`src/rtl/wca_up_interpolator_if.sv`:
```
// wca_up_interpolator_if: host-side complex sample stream into the TX interpolator.
interface wca_up_interpolator_if;
    logic [31:0] iq_in;
    logic        iq_valid;
    logic        iq_ready;
    modport master (output iq_in, iq_valid, input iq_ready);
    modport slave  (input iq_in, iq_valid, output iq_ready);
endinterface

```
`src/rtl/wca_up_interpolator.sv`:
```
// wca_up_interpolator: 2^k linear interpolator from 16-bit host IQ to 12-bit DAC IQ, one output per strobe.
module wca_up_interpolator #(
    parameter int RATE_LOG2_MAX = 7,
    parameter int OUT_WIDTH     = 12
) (
    input  logic                   clock,
    input  logic                   reset,
    input  logic                   enable_i,
    input  logic                   aclr_i,
    input  logic [2:0]             rate_log2_i,
    input  logic [1:0]             cfgflags_i,
    wca_up_interpolator_if.slave   iq_if,
    input  logic                   dstrobe_i,
    output logic [2*OUT_WIDTH-1:0] iq_o,
    output logic                   dstrobe_o,
    output logic                   underflow_o
);
    localparam int PW = RATE_LOG2_MAX;
    localparam int AW = 17 + RATE_LOG2_MAX;
    logic [31:0]   mem_q [2];
    logic          wr_q, rd_q, rdy_q, ds_q, uf_q;
    logic [1:0]    cnt_q, cnt_d;
    logic [PW-1:0] p_q, p_d, mask;
    logic [2:0]    k_q, k_d;
    logic          clr, act, byp, seg, empty, pop, push, unused_cfg;
    assign clr        = reset | aclr_i;
    assign act        = dstrobe_i & enable_i;
    assign byp        = cfgflags_i[0];
    assign unused_cfg = cfgflags_i[1];
    assign seg        = act & (byp | (p_q == '0));
    assign empty      = cnt_q == 2'd0;
    assign pop        = seg & !empty;
    assign push       = iq_if.iq_valid & rdy_q;
    // The new rate is latched at a segment start and immediately sizes that segment.
    always_comb begin
        cnt_d = cnt_q + {1'b0, push} - {1'b0, pop};
        k_d   = (seg && !byp) ? rate_log2_i : k_q;
        mask  = (PW'(1) << k_d) - PW'(1);
        p_d   = !act ? p_q : (byp || p_q == mask) ? '0 : p_q + PW'(1);
    end
    always_ff @(posedge clock) begin
        if (clr) begin
            mem_q <= '{default: '0};
            wr_q  <= 1'b0;
            rd_q  <= 1'b0;
            cnt_q <= 2'd0;
            rdy_q <= 1'b1;
            p_q   <= '0;
            k_q   <= '0;
            ds_q  <= 1'b0;
            uf_q  <= 1'b0;
        end else begin
            if (push) mem_q[wr_q] <= iq_if.iq_in;
            wr_q  <= wr_q ^ push;
            rd_q  <= rd_q ^ pop;
            cnt_q <= cnt_d;
            rdy_q <= cnt_d != 2'd2;
            p_q   <= p_d;
            k_q   <= k_d;
            ds_q  <= act;
            uf_q  <= uf_q | (seg & empty);
        end
    end
    assign iq_if.iq_ready = rdy_q;
    assign dstrobe_o      = ds_q;
    assign underflow_o    = uf_q;
    // Lane 0 carries I, lane 1 carries Q; both follow identical rules.
    for (genvar g = 0; g < 2; g++) begin : lane
        logic signed [15:0]   head, curr_q, curr_d;
        logic signed [16:0]   delta_q, delta_d;
        logic signed [AW-1:0] acc_q, acc_d, co, sum, y, r;
        logic [11:0]          out_q, out_d;
        always_comb begin
            head    = mem_q[rd_q][16*g +: 16];
            curr_d  = pop ? head : curr_q;
            co      = curr_q;
            sum     = acc_q + AW'(delta_q);
            delta_d = (seg && !byp) ? 17'(curr_d) - 17'(curr_q) : delta_q;
            acc_d   = (seg && !byp) ? co <<< k_d : (act && !seg) ? sum : acc_q;
            y       = seg ? (byp ? AW'(curr_d) : co) : sum >>> k_q;
            r       = (y + AW'(8)) >>> 4;
            out_d   = r > AW'(2047) ? 12'h7ff : r < -AW'(2048) ? 12'h800 : r[11:0];
        end
        always_ff @(posedge clock) begin
            if (clr) begin
                curr_q  <= '0;
                delta_q <= '0;
                acc_q   <= '0;
                out_q   <= '0;
            end else begin
                curr_q  <= curr_d;
                delta_q <= delta_d;
                acc_q   <= acc_d;
                if (act) out_q <= out_d;
            end
        end
        assign iq_o[12*g +: 12] = out_q;
    end
endmodule

```
`src/flat_wrapper.sv`:
```
// flat-port wrapper written by rule: the top's interface ports become plain ports
module wca_up_interpolator_flat 
#(
    parameter int RATE_LOG2_MAX = 7,
    parameter int OUT_WIDTH     = 12
)
  (clock, reset, enable_i, aclr_i, rate_log2_i, cfgflags_i, dstrobe_i, iq_o, dstrobe_o, underflow_o, iq_if_iq_in, iq_if_iq_valid, iq_if_iq_ready);
  wca_up_interpolator_if iq_if_i ();
  input  logic clock;
  input  logic reset;
  input  logic enable_i;
  input  logic aclr_i;
  input  logic [2:0] rate_log2_i;
  input  logic [1:0] cfgflags_i;
  input  logic dstrobe_i;
  output logic [2*OUT_WIDTH-1:0] iq_o;
  output logic dstrobe_o;
  output logic underflow_o;
  input wire logic [$bits(iq_if_i.iq_in)-1:0] iq_if_iq_in;
  input wire logic [$bits(iq_if_i.iq_valid)-1:0] iq_if_iq_valid;
  output wire logic [$bits(iq_if_i.iq_ready)-1:0] iq_if_iq_ready;
  assign iq_if_i.iq_in = iq_if_iq_in;
  assign iq_if_i.iq_valid = iq_if_iq_valid;
  assign iq_if_iq_ready = iq_if_i.iq_ready;
  wca_up_interpolator #(.RATE_LOG2_MAX(RATE_LOG2_MAX), .OUT_WIDTH(OUT_WIDTH)) u_core (.clock(clock), .reset(reset), .enable_i(enable_i), .aclr_i(aclr_i), .rate_log2_i(rate_log2_i), .cfgflags_i(cfgflags_i), .iq_if(iq_if_i), .dstrobe_i(dstrobe_i), .iq_o(iq_o), .dstrobe_o(dstrobe_o), .underflow_o(underflow_o));
endmodule
```
`config.mk`:
```
export PLATFORM = sky130hd
export DESIGN_NAME = wca_up_interpolator_flat
export DESIGN_NICKNAME = d
export VERILOG_FILES = /design/src/rtl/wca_up_interpolator_if.sv /design/src/rtl/wca_up_interpolator.sv /design/src/flat_wrapper.sv
export SDC_FILE = /design/constraint.sdc
export NUM_CORES = 1
export LEC_CHECK = 0
export ABC_CLOCK_PERIOD_IN_PS = 5010
export CAP_MARGIN = 20
export CORE_ASPECT_RATIO = 0.5
export CORE_MARGIN = 5
export CORE_UTILIZATION = 35
export CTS_BUF_LIST = sky130_fd_sc_hd__clkbuf_4
export DETAILED_ROUTE_END_ITERATION = 6
export MAX_ROUTING_LAYER = met4
export PLACE_DENSITY_LB_ADDON = 0.05
export SLEW_MARGIN = 40
export SYNTH_ARGS = -nofsm -noshare
export SYNTH_HDL_FRONTEND = slang
export SYNTH_SLANG_ARGS = --single-unit
```
`constraint.sdc`:
```
create_clock -name clock -period 5.01 [get_ports clock]
set_input_delay 1.002 -clock clock [delete_from_list [all_inputs] [get_ports clock]]
set_output_delay 1.002 -clock clock [all_outputs]
set_load 0.03 [all_outputs]
```
## After elaboration in Yosys (flattened, before gate mapping)

Index checks and enable logic that the tools add are counted.

- Bits in registers: 219
- Output and inout bits: 27

- Add/sub/neg operators: 10
- Order comparisons: 7
- Equality and inequality tests: 2
- Shift operators: 5
- Mux-type cells: 22
- Bitwise operators: 12
- Reduce and logical (&&, ||, !) cells: 10

Operators with widths:

| kind | number |
|---|---|
| $mux 24 | 8 |
| $mux 32 | 4 |
| $bwmux 64 | 1 |
| $add 24x17->24 | 2 |
| $add 24x5->24 const B | 2 |
| $mux 12 | 4 |
| $sshl 16x3->24 | 2 |
| $sshr 24x3->24 | 2 |
| $gt 20x12->1 const B | 2 |
| $lt 20x12->1 const B | 2 |
| $sub 16x16->17 | 2 |
| $demux 32 s1 | 1 |
| $mux 16 | 2 |
| $add 7x1->7 const B | 1 |
| $eq 7x7->1 | 1 |
| $logic_not 7->1 | 1 |
| $mux 7 | 1 |
| $shl 1x3->7 const A | 1 |
| $sub 7x2->7 const B | 1 |
| $and 1x1->1 | 5 |
| $ge 2x2->1 const B | 2 |
| $not 1->2 | 2 |
| $logic_and 1x1->1 | 3 |
| $logic_not 1->1 | 3 |
| 10 further kinds | 13 |

## Logic depth before layout (Yosys ltp)

- Word-level depth: 11
- Gate-level depth with buffers: 27
- Depth with buffers taken out: 24

## Worst setup path before layout

OpenSTA, ideal clock, no wires.

- Path type: input-to-reg
- From: input cfgflags_i[0]
- To: register u_core.lane[0].delta_q[16]
- Library setup time: 132 ps
- Data arrival time: 4979 ps
- Required time: 4878 ps
- Path slack: -100 ps
- Stages on the path: 25
- Path buffers: 4
- Cells stage by stage: buf_2 -> inv_1 -> a21oi_1 -> clkbuf_1 -> o21ai_1 -> clkbuf_1 -> clkbuf_1 -> nor2_1 -> a21oi_1 -> ha_1 -> fa_1 -> nor2b_1 -> o21ai_0 -> a21boi_0 -> o21ai_0 -> a21boi_0 -> o21ai_0 -> a21oi_1 -> o21ai_0 -> a21oi_1 -> o21ai_0 -> a21oi_1 -> o21ai_0 -> a311oi_1 -> nor3_1

- Cells in the longest elaborated chain, start to end: 5

RTL lines:

| element | line | RTL |
|---|---|---|
| start: declaration | flat_wrapper.sv:14 | `input logic [1:0] cfgflags_i;` |
| $or 1x1->1 | wca_up_interpolator.sv:30 | `assign seg = act & (byp \| (p_q == '0));` |
| $and 1x1->1 | wca_up_interpolator.sv:30 |  |
| $and 1x1->1 | wca_up_interpolator.sv:32 | `assign pop = seg & !empty;` |
| $mux 16 | wca_up_interpolator.sv:75 | `curr_d = pop ? head : curr_q;` |
| $sub 16x16->17 | wca_up_interpolator.sv:78 | `delta_d = (seg && !byp) ? 17'(curr_d) - 17'(curr_q) : delta_q;` |
| end signal: assignment | wca_up_interpolator.sv:92 | `delta_q <= delta_d;` |
| end: declaration | wca_up_interpolator.sv:70 | `logic signed [16:0] delta_q, delta_d;` |

Several ways; a longest one is shown, not always the timed one.
A chain may end at the register's enable or synchronous reset.

## Worst setup path in the final report

- From: register u_core.lane[0].delta_q[0]
- To: register u_core.lane[0].out_q[9]

- Cells in the longest elaborated chain, start to end: 7

RTL lines:

| element | line | RTL |
|---|---|---|
| $add 24x17->24 (*) | wca_up_interpolator.sv:77 | `sum = acc_q + AW'(delta_q);` |
| $sshr 24x3->24 (*) | wca_up_interpolator.sv:80 | `y = seg ? (byp ? AW'(curr_d) : co) : sum >>> k_q;` |
| $mux 24 (*) | wca_up_interpolator.sv:80 |  |
| $add 24x5->24 (*) | wca_up_interpolator.sv:81 | `r = (y + AW'(8)) >>> 4;` |
| $lt 20x12->1 | wca_up_interpolator.sv:82 | `out_d = r > AW'(2047) ? 12'h7ff : r < -AW'(2048) ? 12'h800 : r[11:0];` |
| $mux 12 | wca_up_interpolator.sv:82 |  |
| $mux 12 (*) | wca_up_interpolator.sv:82 |  |
| end signal: assignment | wca_up_interpolator.sv:94 | `if (act) out_q <= out_d;` |
| end: declaration | wca_up_interpolator.sv:72 | `logic [11:0] out_q, out_d;` |

Mark *: on every way between the ends. The rest lies on a longest branch, timed or not.

==> impl_metrics.yaml <==
status:
  outcome: "completed"
floorplanning:
  start_util_pct: 35.69
  die_x_um: 331.6
  die_h_um: 170.8
  row_count: 58
  ios: 70
  core_um2: 50730
  die_area_um2: 56640
worst_setup_path:
  r2r_cells: 20
  cp-end-kind: "register"
  worstSetupStartpointType: "register"
  path_class: "register to register"
  arrival_ps: 5570
  r2r-end: "u_core.lane[0].out_q[9]"
  cp_max_fo: 5
  r2r-start: "u_core.lane[0].delta_q[0]"
  crit_start: "u_core.lane[0].delta_q[0]"
  rrSetupSlack_ps: 180
  crit_required_ps: 5750
yosys:
  synth_compound_area_share_pct: 27.70
  syn_nets: 2529
  synthArstFlopShare_pct: 0
  muxShareOfSynthArea_pct: 9.414
  synth_top_flop_cell: "dfxtp_1"
  synth-simple-area-share_pct: 22.93
  ys_ff_latch: 219
  yosys_warnings: 0
  synth_xor_area_share_pct: 3.871
  postSynthCellCount: 2395
  synth_seq_area_share_pct: 24.22
  synth.avg_cell_area_um2: 7.558
  yosys.cell_types.count: 111
  synth_edf_count: 0
  synthAdderAreaFrac_pct: 6.456
  synthesis.area_um2: 18100
  synth_top_family_by_area: "compound AO/OA/AOI/OAI gates"
cells_and_area:
  nFillCells: 5343
  design_area_um2: 22540
  final_layout_size_suffix_gt1_share_pct: 20.95
  nets: 2823
  syn2layout_area_growth_pct: 24.52
pwr:
  powerDensity_nw_per_um2: 192.8
  vdd.ir_drop.worst_v: 0.0001437
  power_switching_uw: 1409
  p_comb_share_pct: 21.2
  cellLeakagePower_uw: 0.008861
  seq_power_share_pct: 41.2
  cell_internal_pwr_uw: 2937
  p_clk_share_pct: 37.6
  p_sw_share_pct: 32.43
sta:
  min_period_ps: 4834
  setup_violations: 0
  fin_worst_skew_ps: 84.27
  timing.fmax_mhz: 206.9
  worst_slack_ps: 176.2
  finalMaxSlewViolations: 0
  fin_crit_sh_pct: 96.48
  setup_tns_ps: 0
  relSlewSlack_pct: 34.87
  tightestPinTransition_ps: 971.1
  hold_viol: 0
placed_design:
  placedInstanceArea_um2: 21430
  dp_slack_ps: -552.7
  gp_congestion: 0.9258
  hpwl_um: 56780
  place.port_buffers: 68
global_route:
  grt_pass1_vias: 17780
  grt_pass1_wl_um: 111200
  grt_start_max_net_pins: 76
  antenna_found_initial: 3
  grt_usage_pct: 25.84
  grt_remaining_overflow: 0
clock_network:
  htreeDepth: 2
  clk_pin_slew_ps: 70
  worstSkewPairLatency_ps: 830
  cts_tree: "yes"
  cts.sinks: 219
  cts_buffers: 58
  clockBufferDepth: 3
  cts_root_buffer: "clkbuf_4"
  ctsHoldBuffers: 0
hold_path:
  whs_path_depth: 2
  hold_class: "register to register"
  hold_end: "u_core.lane[1].acc_q[11]"
  hold_path_startpoint: "u_core.lane[1].acc_q[11]"
detailed_routing:
  drt_iter0_drc: 1678
  via_per_inst: 5.645
  first_pass_iters: 6
  wl_um: 73730
  drc: 0
  ant_nets: 0
  wl_per_cell_um: 21.55
  vias: 19310
job:
  cap_violations: 0
==> state kept, by name (all words and copies together), names as in the netlist <==
signal and cells:
u_core.rd_q 1, u_core.k_q 3, u_core.wr_q 1, u_core.lane.curr_q 32, u_core.p_q 7, u_core.lane.delta_q 34
u_core.mem_q 64, u_core.lane.out_q 24, u_core.underflow_o 1, u_core.cnt_q 2, u_core.dstrobe_o 1, u_core.iq_if.iq_ready 1
u_core.lane.acc_q 48
==> synth_stat cells, drive strengths merged, types with 9 or more instances <==
cell type | n | area share [%]
mux2i | 132 | 7.3
xor2 | 40 | 1.9
o21ai | 154 | 4.3
mux2 | 14 | 0.87
nor2 | 333 | 6.9
nand2b | 16 | 0.55
a21oi | 188 | 5.5
nor2b | 24 | 0.87
a22oi | 15 | 0.62
o21a | 12 | 0.50
o2111ai | 15 | 0.76
a21o | 27 | 1.1
a31oi | 28 | 0.97
nor3 | 59 | 1.7
mux4 | 10 | 1.2
ha | 87 | 6.0
xnor2 | 40 | 1.9
a221oi | 20 | 1.1
nor4 | 16 | 0.86
nand4 | 23 | 0.86
o22ai | 29 | 1.0
or2 | 10 | 0.35
a21boi | 14 | 0.60
buf | 50 | 1.5
and3 | 18 | 0.66
clkbuf | 105 | 2.2
o221ai | 15 | 0.73
and2 | 45 | 1.6
inv | 81 | 1.7
nand3 | 48 | 1.4
o211ai | 36 | 1.5
a211oi | 76 | 3.4
a221o | 9 | 0.50
dfxtp | 219 | 24
or3 | 12 | 0.41
a211o | 10 | 0.48
nand2 | 239 | 5.1
==> through the flow <==
stage / power [uW] / utilization (%) / cells / hold slack, ps
final: 4346 / 44.44 / 3421 / 462.3
after detailed placement: 2714 / 42.25 / 3306 / 453.7
after floorplan: 2317 / - / 2395 / 435.6
after global routing: 4576 / 44.44 / 3421 / 483.0
after global placement: 2712 / 42.17 / 3305 / 450.2
after CTS: 4385 / 43.64 / 3403 / 462.9
==> worst max-delay path: stages, from the launching register on <==
cell and delay, ps:
dfxtp_1 350, ha_2 200, inv_1 50, fa_1 420
nand2b_4 200, a21o_1 220, buf_4 160, a21o_1 180
a21oi_2 180, buf_4 130, mux2_2 330, or4b_1 480
and4_1 260, and4b_1 270, and3_1 250, a31oi_1 150
o211ai_1 130, o41ai_2 400, buf_2 260, nand2_2 60
a31oi_1 150
==> routing by layer <==
layer / GRT usage, % / wire length (um)
met1: 39.88 / 38930
met2: 33.27 / 27050
met3: 6.939 / 6757
met4: 3.987 / 989
met5: - / 0
==> placed cells by master, fill, tap and decap left out, drive strengths merged, types with 20 or more instances in the layout <==
| cell type | instances |
|---|---|
| ha | 87 |
| xnor2 | 40 |
| o21ai | 154 |
| xor2 | 40 |
| o22ai | 29 |
| o211ai | 36 |
| clkdlybuf4s50 | 67 |
| dfxtp | 219 |
| a21o | 27 |
| nand3 | 48 |
| and2 | 45 |
| a21oi | 188 |
| nand2 | 239 |
| a221oi | 20 |
| nor2b | 24 |
| nor2 | 333 |
| clkbuf | 80 |
| buf | 322 |
| nand4 | 23 |
| inv | 82 |
| nor3 | 59 |
| a211oi | 76 |
| mux2i | 132 |
| a31oi | 28 |
==> power groups by stage <==
stage / Combinational, uW / Clock (uW) / Sequential (uW)
after global placement: 882 / 0 / 1830
after global routing: 991 / 1790 / 1790
after detailed placement: 884 / 0 / 1830
after CTS: 888 / 1710 / 1790
after floorplan: 480 / 0 / 1840
final: 921 / 1630 / 1790
==> worst max-delay path by stage <==
stage	cells after the start	slack [ps]	end
after CTS	22	30	u_core.lane[0].out_q[9]
after detailed placement	23	-550	u_core.lane[1].delta_q[16]
after global placement	23	-560	u_core.lane[1].delta_q[16]
after global routing	19	-10	u_core.lane[1].out_q[0]
final	20	180	u_core.lane[0].out_q[9]
after floorplan	25	50	u_core.lane[0].delta_q[16]
==> final cells by class <==
class	count	area, um2	area share [%]
diodes	5	12.51	0.05551
clock buffers	80	600.6	2.664
clock inverters	17	103.9	0.4607
inverters	83	311.5	1.382
multi-input cells	1938	13130	58.23
flip-flops and latches	219	4388	19.47
well taps	690	863.3	3.830
repair buffers	389	3137	13.92
==> repair_timing <==
item / 4_1_cts / 5_1_grt
gates resized for setup: 0 / 70
buffers inserted: 0 / 11
setup endpoints to repair: 0 / 36
==> cells by family (layout without fill, tap and decap cells) <==
group,Yosys count,in the layout
DFF,219,219
AOI/OAI and AO/OA,733,733
and+or+nand+nor,878,878
buffers and inverters,238,569
xor gates and xnor gates,80,80
other,0,5
adders and majority gates,91,91
muxes,156,156
(Power assumes the default switching activity.)
